File: src/rtl/fifo_reader_if.sv
// Signal bundle between fifo_reader, the SRAM FIFO pop port and the downstream stream.
// master is the reader's view; slave is the environment's view.
interface fifo_reader_if #(
  parameter int unsigned DATA_WIDTH = 32,
  parameter int unsigned LEN_WIDTH  = 8
);
  logic                  start_i;
  logic [LEN_WIDTH-1:0]  len_i;
  logic                  busy_o;
  logic                  done_o;
  logic                  pop_valid_i;
  logic                  pop_grant_o;
  logic [DATA_WIDTH-1:0] pop_data_i;
  logic [DATA_WIDTH-1:0] out_data_o;
  logic                  out_valid_o;
  logic                  out_ready_i;
  logic                  out_last_o;

  modport master (
    input  start_i, len_i, pop_valid_i, pop_data_i, out_ready_i,
    output busy_o, done_o, pop_grant_o, out_data_o, out_valid_o, out_last_o
  );

  modport slave (
    output start_i, len_i, pop_valid_i, pop_data_i, out_ready_i,
    input  busy_o, done_o, pop_grant_o, out_data_o, out_valid_o, out_last_o
  );
endinterface

File: src/rtl/fifo_reader.sv
// Pops a fixed-length burst from the SRAM FIFO, absorbs its one-cycle read latency and
// re-times the words through a 3-entry buffer onto a valid/ready stream.
module fifo_reader #(
  parameter int unsigned DATA_WIDTH = 32,
  parameter int unsigned LEN_WIDTH  = 8
) (
  input logic           clk,
  input logic           rst,
  fifo_reader_if.master bus
);

  typedef enum logic [1:0] {StIdle, StRun, StDrain, StDone} state_e;

  state_e                state_q, state_d;
  logic [LEN_WIDTH-1:0]  remaining_q, remaining_d;
  logic                  inflight_q;
  logic                  inflight_last_q;
  logic [DATA_WIDTH-1:0] buf_data_q [3];
  logic [2:0]            buf_last_q;
  logic [1:0]            wr_ptr_q, rd_ptr_q;
  logic [1:0]            count_q, count_d;

  logic pop_grant, pop_fire, out_valid, out_fire, capture;

  function automatic logic [1:0] ptr_inc(input logic [1:0] p);
    return (p == 2'd2) ? 2'd0 : p + 2'd1;
  endfunction

  assign capture   = inflight_q;
  assign out_valid = (count_q != 2'd0);
  assign out_fire  = out_valid && bus.out_ready_i;
  // Reserve a buffer slot for the word still in flight from the SRAM.
  assign pop_grant = (state_q == StRun) && (remaining_q != '0) &&
                     (({1'b0, count_q} + {2'b00, inflight_q}) < 3'd3);
  assign pop_fire  = pop_grant && bus.pop_valid_i;

  always_comb begin
    count_d = count_q;
    if (capture && !out_fire) begin
      count_d = count_q + 2'd1;
    end else if (!capture && out_fire) begin
      count_d = count_q - 2'd1;
    end
  end

  always_comb begin
    state_d     = state_q;
    remaining_d = remaining_q;
    unique case (state_q)
      StIdle: begin
        if (bus.start_i) begin
          if (bus.len_i != '0) begin
            state_d     = StRun;
            remaining_d = bus.len_i;
          end else begin
            state_d = StDone;
          end
        end
      end
      StRun: begin
        if (pop_fire) begin
          remaining_d = remaining_q - LEN_WIDTH'(1);
          if (remaining_q == LEN_WIDTH'(1)) begin
            state_d = StDrain;
          end
        end
      end
      StDrain: begin
        // Look at the post-fire occupancy so done follows the last word's fire directly.
        if ((count_d == 2'd0) && !inflight_q) begin
          state_d = StDone;
        end
      end
      StDone:  state_d = StIdle;
      default: state_d = StIdle;
    endcase
  end

  always_ff @(posedge clk) begin
    if (rst) begin
      state_q         <= StIdle;
      remaining_q     <= '0;
      inflight_q      <= 1'b0;
      inflight_last_q <= 1'b0;
      wr_ptr_q        <= 2'd0;
      rd_ptr_q        <= 2'd0;
      count_q         <= 2'd0;
    end else begin
      state_q     <= state_d;
      remaining_q <= remaining_d;
      inflight_q  <= pop_fire;
      count_q     <= count_d;
      if (pop_fire) begin
        inflight_last_q <= (remaining_q == LEN_WIDTH'(1));
      end
      if (capture) begin
        wr_ptr_q <= ptr_inc(wr_ptr_q);
      end
      if (out_fire) begin
        rd_ptr_q <= ptr_inc(rd_ptr_q);
      end
    end
  end

  // Storage needs no reset: reads are masked whenever the buffer is empty.
  always_ff @(posedge clk) begin
    if (!rst && capture) begin
      buf_data_q[wr_ptr_q] <= bus.pop_data_i;
      buf_last_q[wr_ptr_q] <= inflight_last_q;
    end
  end

  assign bus.pop_grant_o = pop_grant;
  assign bus.out_valid_o = out_valid;
  assign bus.out_data_o  = out_valid ? buf_data_q[rd_ptr_q] : '0;
  assign bus.out_last_o  = out_valid && buf_last_q[rd_ptr_q];
  assign bus.busy_o      = (state_q != StIdle);
  assign bus.done_o      = (state_q == StDone);

  a_no_overflow: assert property (@(posedge clk) disable iff (rst)
    !(capture && !out_fire && (count_q == 2'd3)));

endmodule

File: src/flat_wrapper.sv
// flat-port wrapper written by rule: the top's interface ports become plain ports
module fifo_reader_flat 
#(
  parameter int unsigned DATA_WIDTH = 32,
  parameter int unsigned LEN_WIDTH  = 8
)
  (clk, rst, bus_start_i, bus_len_i, bus_pop_valid_i, bus_pop_data_i, bus_out_ready_i, bus_busy_o, bus_done_o, bus_pop_grant_o, bus_out_data_o, bus_out_valid_o, bus_out_last_o);
  fifo_reader_if #(.DATA_WIDTH(DATA_WIDTH), .LEN_WIDTH(LEN_WIDTH)) bus_i ();
  input logic clk;
  input logic rst;
  input wire logic [$bits(bus_i.start_i)-1:0] bus_start_i;
  input wire logic [$bits(bus_i.len_i)-1:0] bus_len_i;
  input wire logic [$bits(bus_i.pop_valid_i)-1:0] bus_pop_valid_i;
  input wire logic [$bits(bus_i.pop_data_i)-1:0] bus_pop_data_i;
  input wire logic [$bits(bus_i.out_ready_i)-1:0] bus_out_ready_i;
  output wire logic [$bits(bus_i.busy_o)-1:0] bus_busy_o;
  output wire logic [$bits(bus_i.done_o)-1:0] bus_done_o;
  output wire logic [$bits(bus_i.pop_grant_o)-1:0] bus_pop_grant_o;
  output wire logic [$bits(bus_i.out_data_o)-1:0] bus_out_data_o;
  output wire logic [$bits(bus_i.out_valid_o)-1:0] bus_out_valid_o;
  output wire logic [$bits(bus_i.out_last_o)-1:0] bus_out_last_o;
  assign bus_i.start_i = bus_start_i;
  assign bus_i.len_i = bus_len_i;
  assign bus_i.pop_valid_i = bus_pop_valid_i;
  assign bus_i.pop_data_i = bus_pop_data_i;
  assign bus_i.out_ready_i = bus_out_ready_i;
  assign bus_busy_o = bus_i.busy_o;
  assign bus_done_o = bus_i.done_o;
  assign bus_pop_grant_o = bus_i.pop_grant_o;
  assign bus_out_data_o = bus_i.out_data_o;
  assign bus_out_valid_o = bus_i.out_valid_o;
  assign bus_out_last_o = bus_i.out_last_o;
  fifo_reader #(.DATA_WIDTH(DATA_WIDTH), .LEN_WIDTH(LEN_WIDTH)) u_core (.clk(clk), .rst(rst), .bus(bus_i));
endmodule
File: config.mk
export PLATFORM = sky130hd
export DESIGN_NAME = fifo_reader_flat
export DESIGN_NICKNAME = d
export VERILOG_FILES = /design/src/rtl/fifo_reader_if.sv /design/src/rtl/fifo_reader.sv /design/src/flat_wrapper.sv
export SDC_FILE = /design/constraint.sdc
export NUM_CORES = 1
export LEC_CHECK = 0
export BUFFER_PORTS_ARGS = -buffer_cell sky130_fd_sc_hd__clkbuf_2
export CAP_MARGIN = 40
export CORE_MARGIN = 3
export CORE_UTILIZATION = 37
export DETAILED_ROUTE_END_ITERATION = 10
export GPL_ROUTABILITY_DRIVEN = 0
export PLACE_DENSITY = 0.6
export REMOVE_ABC_BUFFERS = 1
export SLEW_MARGIN = 20
export SYNTH_ARGS = -nofsm -noshare
export SYNTH_HDL_FRONTEND = slang
export SYNTH_SLANG_ARGS = --single-unit
File: constraint.sdc
create_clock -name clk -period 4.5 [get_ports clk]
set_input_delay 0.9 -clock clk [delete_from_list [all_inputs] [get_ports clk]]
set_output_delay 0.9 -clock clk [all_outputs]
set_load 0.02 [all_outputs]
==> impl_metrics.json <==
{
  "crit_path_end_kind": "primary output",
  "drtIter0Drc": 232,
  "dr.pass1.iters": 5,
  "drc": 0,
  "synth_cell_types": 46,
  "antenna_found_initial": 0,
  "syn_to_final_growth_pct": 23.7,
  "place_ws_ns": 1.94,
  "cts.clk_slew.worst_paths_ns": 0.05,
  "die_w_um": 123,
  "cp_data_required_time_ns": 3.60,
  "synthArstFlopShare": 0,
  "slew_headroom": 0.553,
  "via_per_inst": 4.90,
  "finalCritPeriodShare": 0.645,
  "reg2reg_depth": 8,
  "fin_nets": 544,
  "grt_pass1_wl_um": 15800,
  "p_per_area_mw_per_mm2": 618,
  "routed_wl_um": 10200,
  "final_antenna_net_count": 0,
  "die_y_um": 123,
  "status": "finished clean",
  "synth.avg_cell_area_um2": 12.6,
  "final_max_slew_viol_count": 0,
  "p_leak_nw": 2.32,
  "power_w": 0.00390,
  "fin_area_mm2": 0.00630,
  "grt_overflow": 0,
  "antenna_cells": 0,
  "yosysWarnings": 0,
  "synth-seq-cells": 119,
  "coreArea_mm2": 0.0133,
  "critPathLaunchType": "register",
  "syn_inst": 403,
  "cts_buffers": 17,
  "hpwl_um": 6600,
  "clockBufferDepth": 2,
  "cp.arrival_ns": 2.00,
  "grt_max_degree": 39,
  "synth_seq_area_share": 0.662,
  "fin_crit_ns": 2.90,
  "rsz0062_at_grt": "false",
  "track_usage": 0.139,
  "initial_core_util": 0.382,
  "fillers": 1205,
  "clock_skew_ns": 0.00604,
  "clkSinkCount": 119,
  "r2r_slack_ns": 2.14,
  "tightest_slew_ns": 0.668,
  "grt_pass1_vias": 3239,
  "irDropWorstVdd_uv": 310,
  "r2r-end": "u_core.state_q[0]$_SDFFE_PP0P_",
  "netlist_area_mm2": 0.00510,
  "postCtsSetupRepairBufs": 0,
  "placed_area_mm2": 0.00576,
  "setup_viol": 0,
  "cap_violations": 0,
  "die_area_mm2": 0.0152,
  "cts_tree": "yes",
  "wire_per_inst_um": 15.0,
  "dr_total_vias": 3319,
  "port_buffers": 81,
  "h-tree-depth": 4,
  "synthFlopType": "edfxtp_1",
  "crit_path_end": "bus_pop_grant_o",
  "hold_viol_final": 0,
  "cts.repair.resized": 0,
  "cp_max_fo": 10,
  "worstSetupPathType": "reg -> out",
  "synth_edf_count": 99,
  "max_freq_mhz": 345,
  "insertion_delay_ns": 0.40,
  "root_buffer": "clkbuf_16",
  "rows": 42,
  "critPathLaunch": "u_core.capture$_SDFF_PP0_",
  "ios": 82,
  "worstReg2RegStart": "u_core.count_q[0]$_SDFF_PP0_",
  "layout-drive-gt1-share": 0.263,
  "hp-class": "reg -> reg",
  "ctsHoldBuffers": 0,
  "tns_ns": 0,
  "worst_slack_ns": 1.60
}
==> synthesized netlist by cell type (5+ instances only) <==
cell type	count	area, um^2
dfxtp_1	20	400
clkbuf_1	12	45.0
nand2_1	16	60.1
mux2i_1	34	340
ha_1	10	125
a21oi_1	45	225
inv_1	13	48.8
nand3_1	7	35.0
edfxtp_1	99	2970
nor3_1	5	25.0
buf_2	6	30.0
nor2_1	82	308
==> flip-flops by register name (all words and copies together) (netlist names), named ones only <==
signal                  count
u_core.inflight_last_q      1
u_core.buf_data_q          96
u_core.count_q              2
u_core.wr_ptr_q             2
u_core.capture              1
u_core.buf_last_q           3
u_core.state_q              2
u_core.rd_ptr_q             2
u_core.remaining_q          8
==> cell usage in the layout, fill, tap and decap left out, types with 3 or more instances in the layout <==
master / instances
buf_4: 4
a31oi_1: 3
clkbuf_2: 81
xnor2_1: 4
nand2_1: 16
ha_1: 10
nor3_1: 3
nand3_1: 7
a21oi_1: 45
edfxtp_1: 99
inv_1: 13
clkinv_1: 5
clkinv_2: 4
nand2b_1: 4
mux2i_1: 34
o21ai_1: 3
a211oi_1: 3
dfxtp_1: 18
a32o_1: 3
nor2_1: 81
clkbuf_16: 17
==> per-stage QoR <==
| stage | hold WS, ns | instances | utilization |
|---|---|---|---|
| floorplan | 0.443 | 381 | - |
| global placement | 0.469 | 642 | 0.425 |
| detailed placement | 0.486 | 646 | 0.432 |
| CTS | 0.500 | 677 | 0.472 |
| global route | 0.518 | 677 | 0.472 |
| finish | 0.499 | 677 | 0.472 |
==> final cells by class <==
class                      instances  area (um^2)  share of cell area
sequential                       119         3380               0.536
tap                              176          220              0.0349
inverter                          13         48.8             0.00774
timing repair buffer              89          518              0.0822
multi-input combinational        249         1600               0.253
clock buffer                      18          429              0.0681
clock inverter                    13          114              0.0181
==> critical path: stages (launching register included) <==
cell      delay, ns
dfxtp_1        0.52
ha_1           0.21
ha_1           0.22
nand2_1        0.16
nor4b_1        0.26
clkbuf_2       0.22
==> routing by layer <==
| layer | vias to the layer above | GRT usage | wire length, um | share of wire |
|---|---|---|---|---|
| met1 | 1575 | 0.169 | 4530 | 0.45 |
| met5 | - | 0 | 0 | 0 |
| met3 | 13 | 0.0517 | 569 | 0.056 |
| li1 | 1643 | - | - | - |
| met4 | 0 | 0.0491 | 135 | 0.013 |
| met2 | 88 | 0.226 | 4950 | 0.49 |
==> kinds of logic (layout without fill, tap and decap cells) <==
| family | Yosys count | in the layout | share of synthesized area |
|---|---|---|---|
| adder cells (fa/ha/maj) | 10 | 10 | 0.0246 |
| buffers and inverters | 35 | 133 | 0.0280 |
| multiplexers | 35 | 35 | 0.0690 |
| flip-flops | 119 | 119 | 0.662 |
| AND/OR/NAND/NOR | 128 | 128 | 0.118 |
| AO/OA/AOI/OAI | 72 | 72 | 0.0921 |
| XOR/XNOR | 4 | 4 | 0.00687 |
==> how the worst min path moves through the flow <==
stage	startpoint	end	slack (ns)	cells past startpoint
floorplan	u_core.inflight_last_q$_SDFFE_PP0P_	u_core.buf_last_q[0]$_DFFE_PP_	0.44	0
global placement	u_core.inflight_last_q$_SDFFE_PP0P_	u_core.buf_last_q[0]$_DFFE_PP_	0.47	0
detailed placement	u_core.wr_ptr_q[1]$_SDFFE_PP0P_	u_core.wr_ptr_q[1]$_SDFFE_PP0P_	0.49	2
CTS	u_core.wr_ptr_q[1]$_SDFFE_PP0P_	u_core.wr_ptr_q[1]$_SDFFE_PP0P_	0.50	2
global route	u_core.remaining_q[6]$_SDFFE_PP0P_	u_core.remaining_q[6]$_SDFFE_PP0P_	0.52	1
finish	u_core.wr_ptr_q[1]$_SDFFE_PP0P_	u_core.wr_ptr_q[1]$_SDFFE_PP0P_	0.50	2
==> where the power goes <==
part           internal, W  total, W  switching (W)
clock             0.000794   0.00123       0.000436
sequential         0.00127   0.00135      0.0000839
combinational     0.000490   0.00131       0.000822
total              0.00255   0.00390        0.00134
Note: power is estimated with default switching activity, not from simulation.
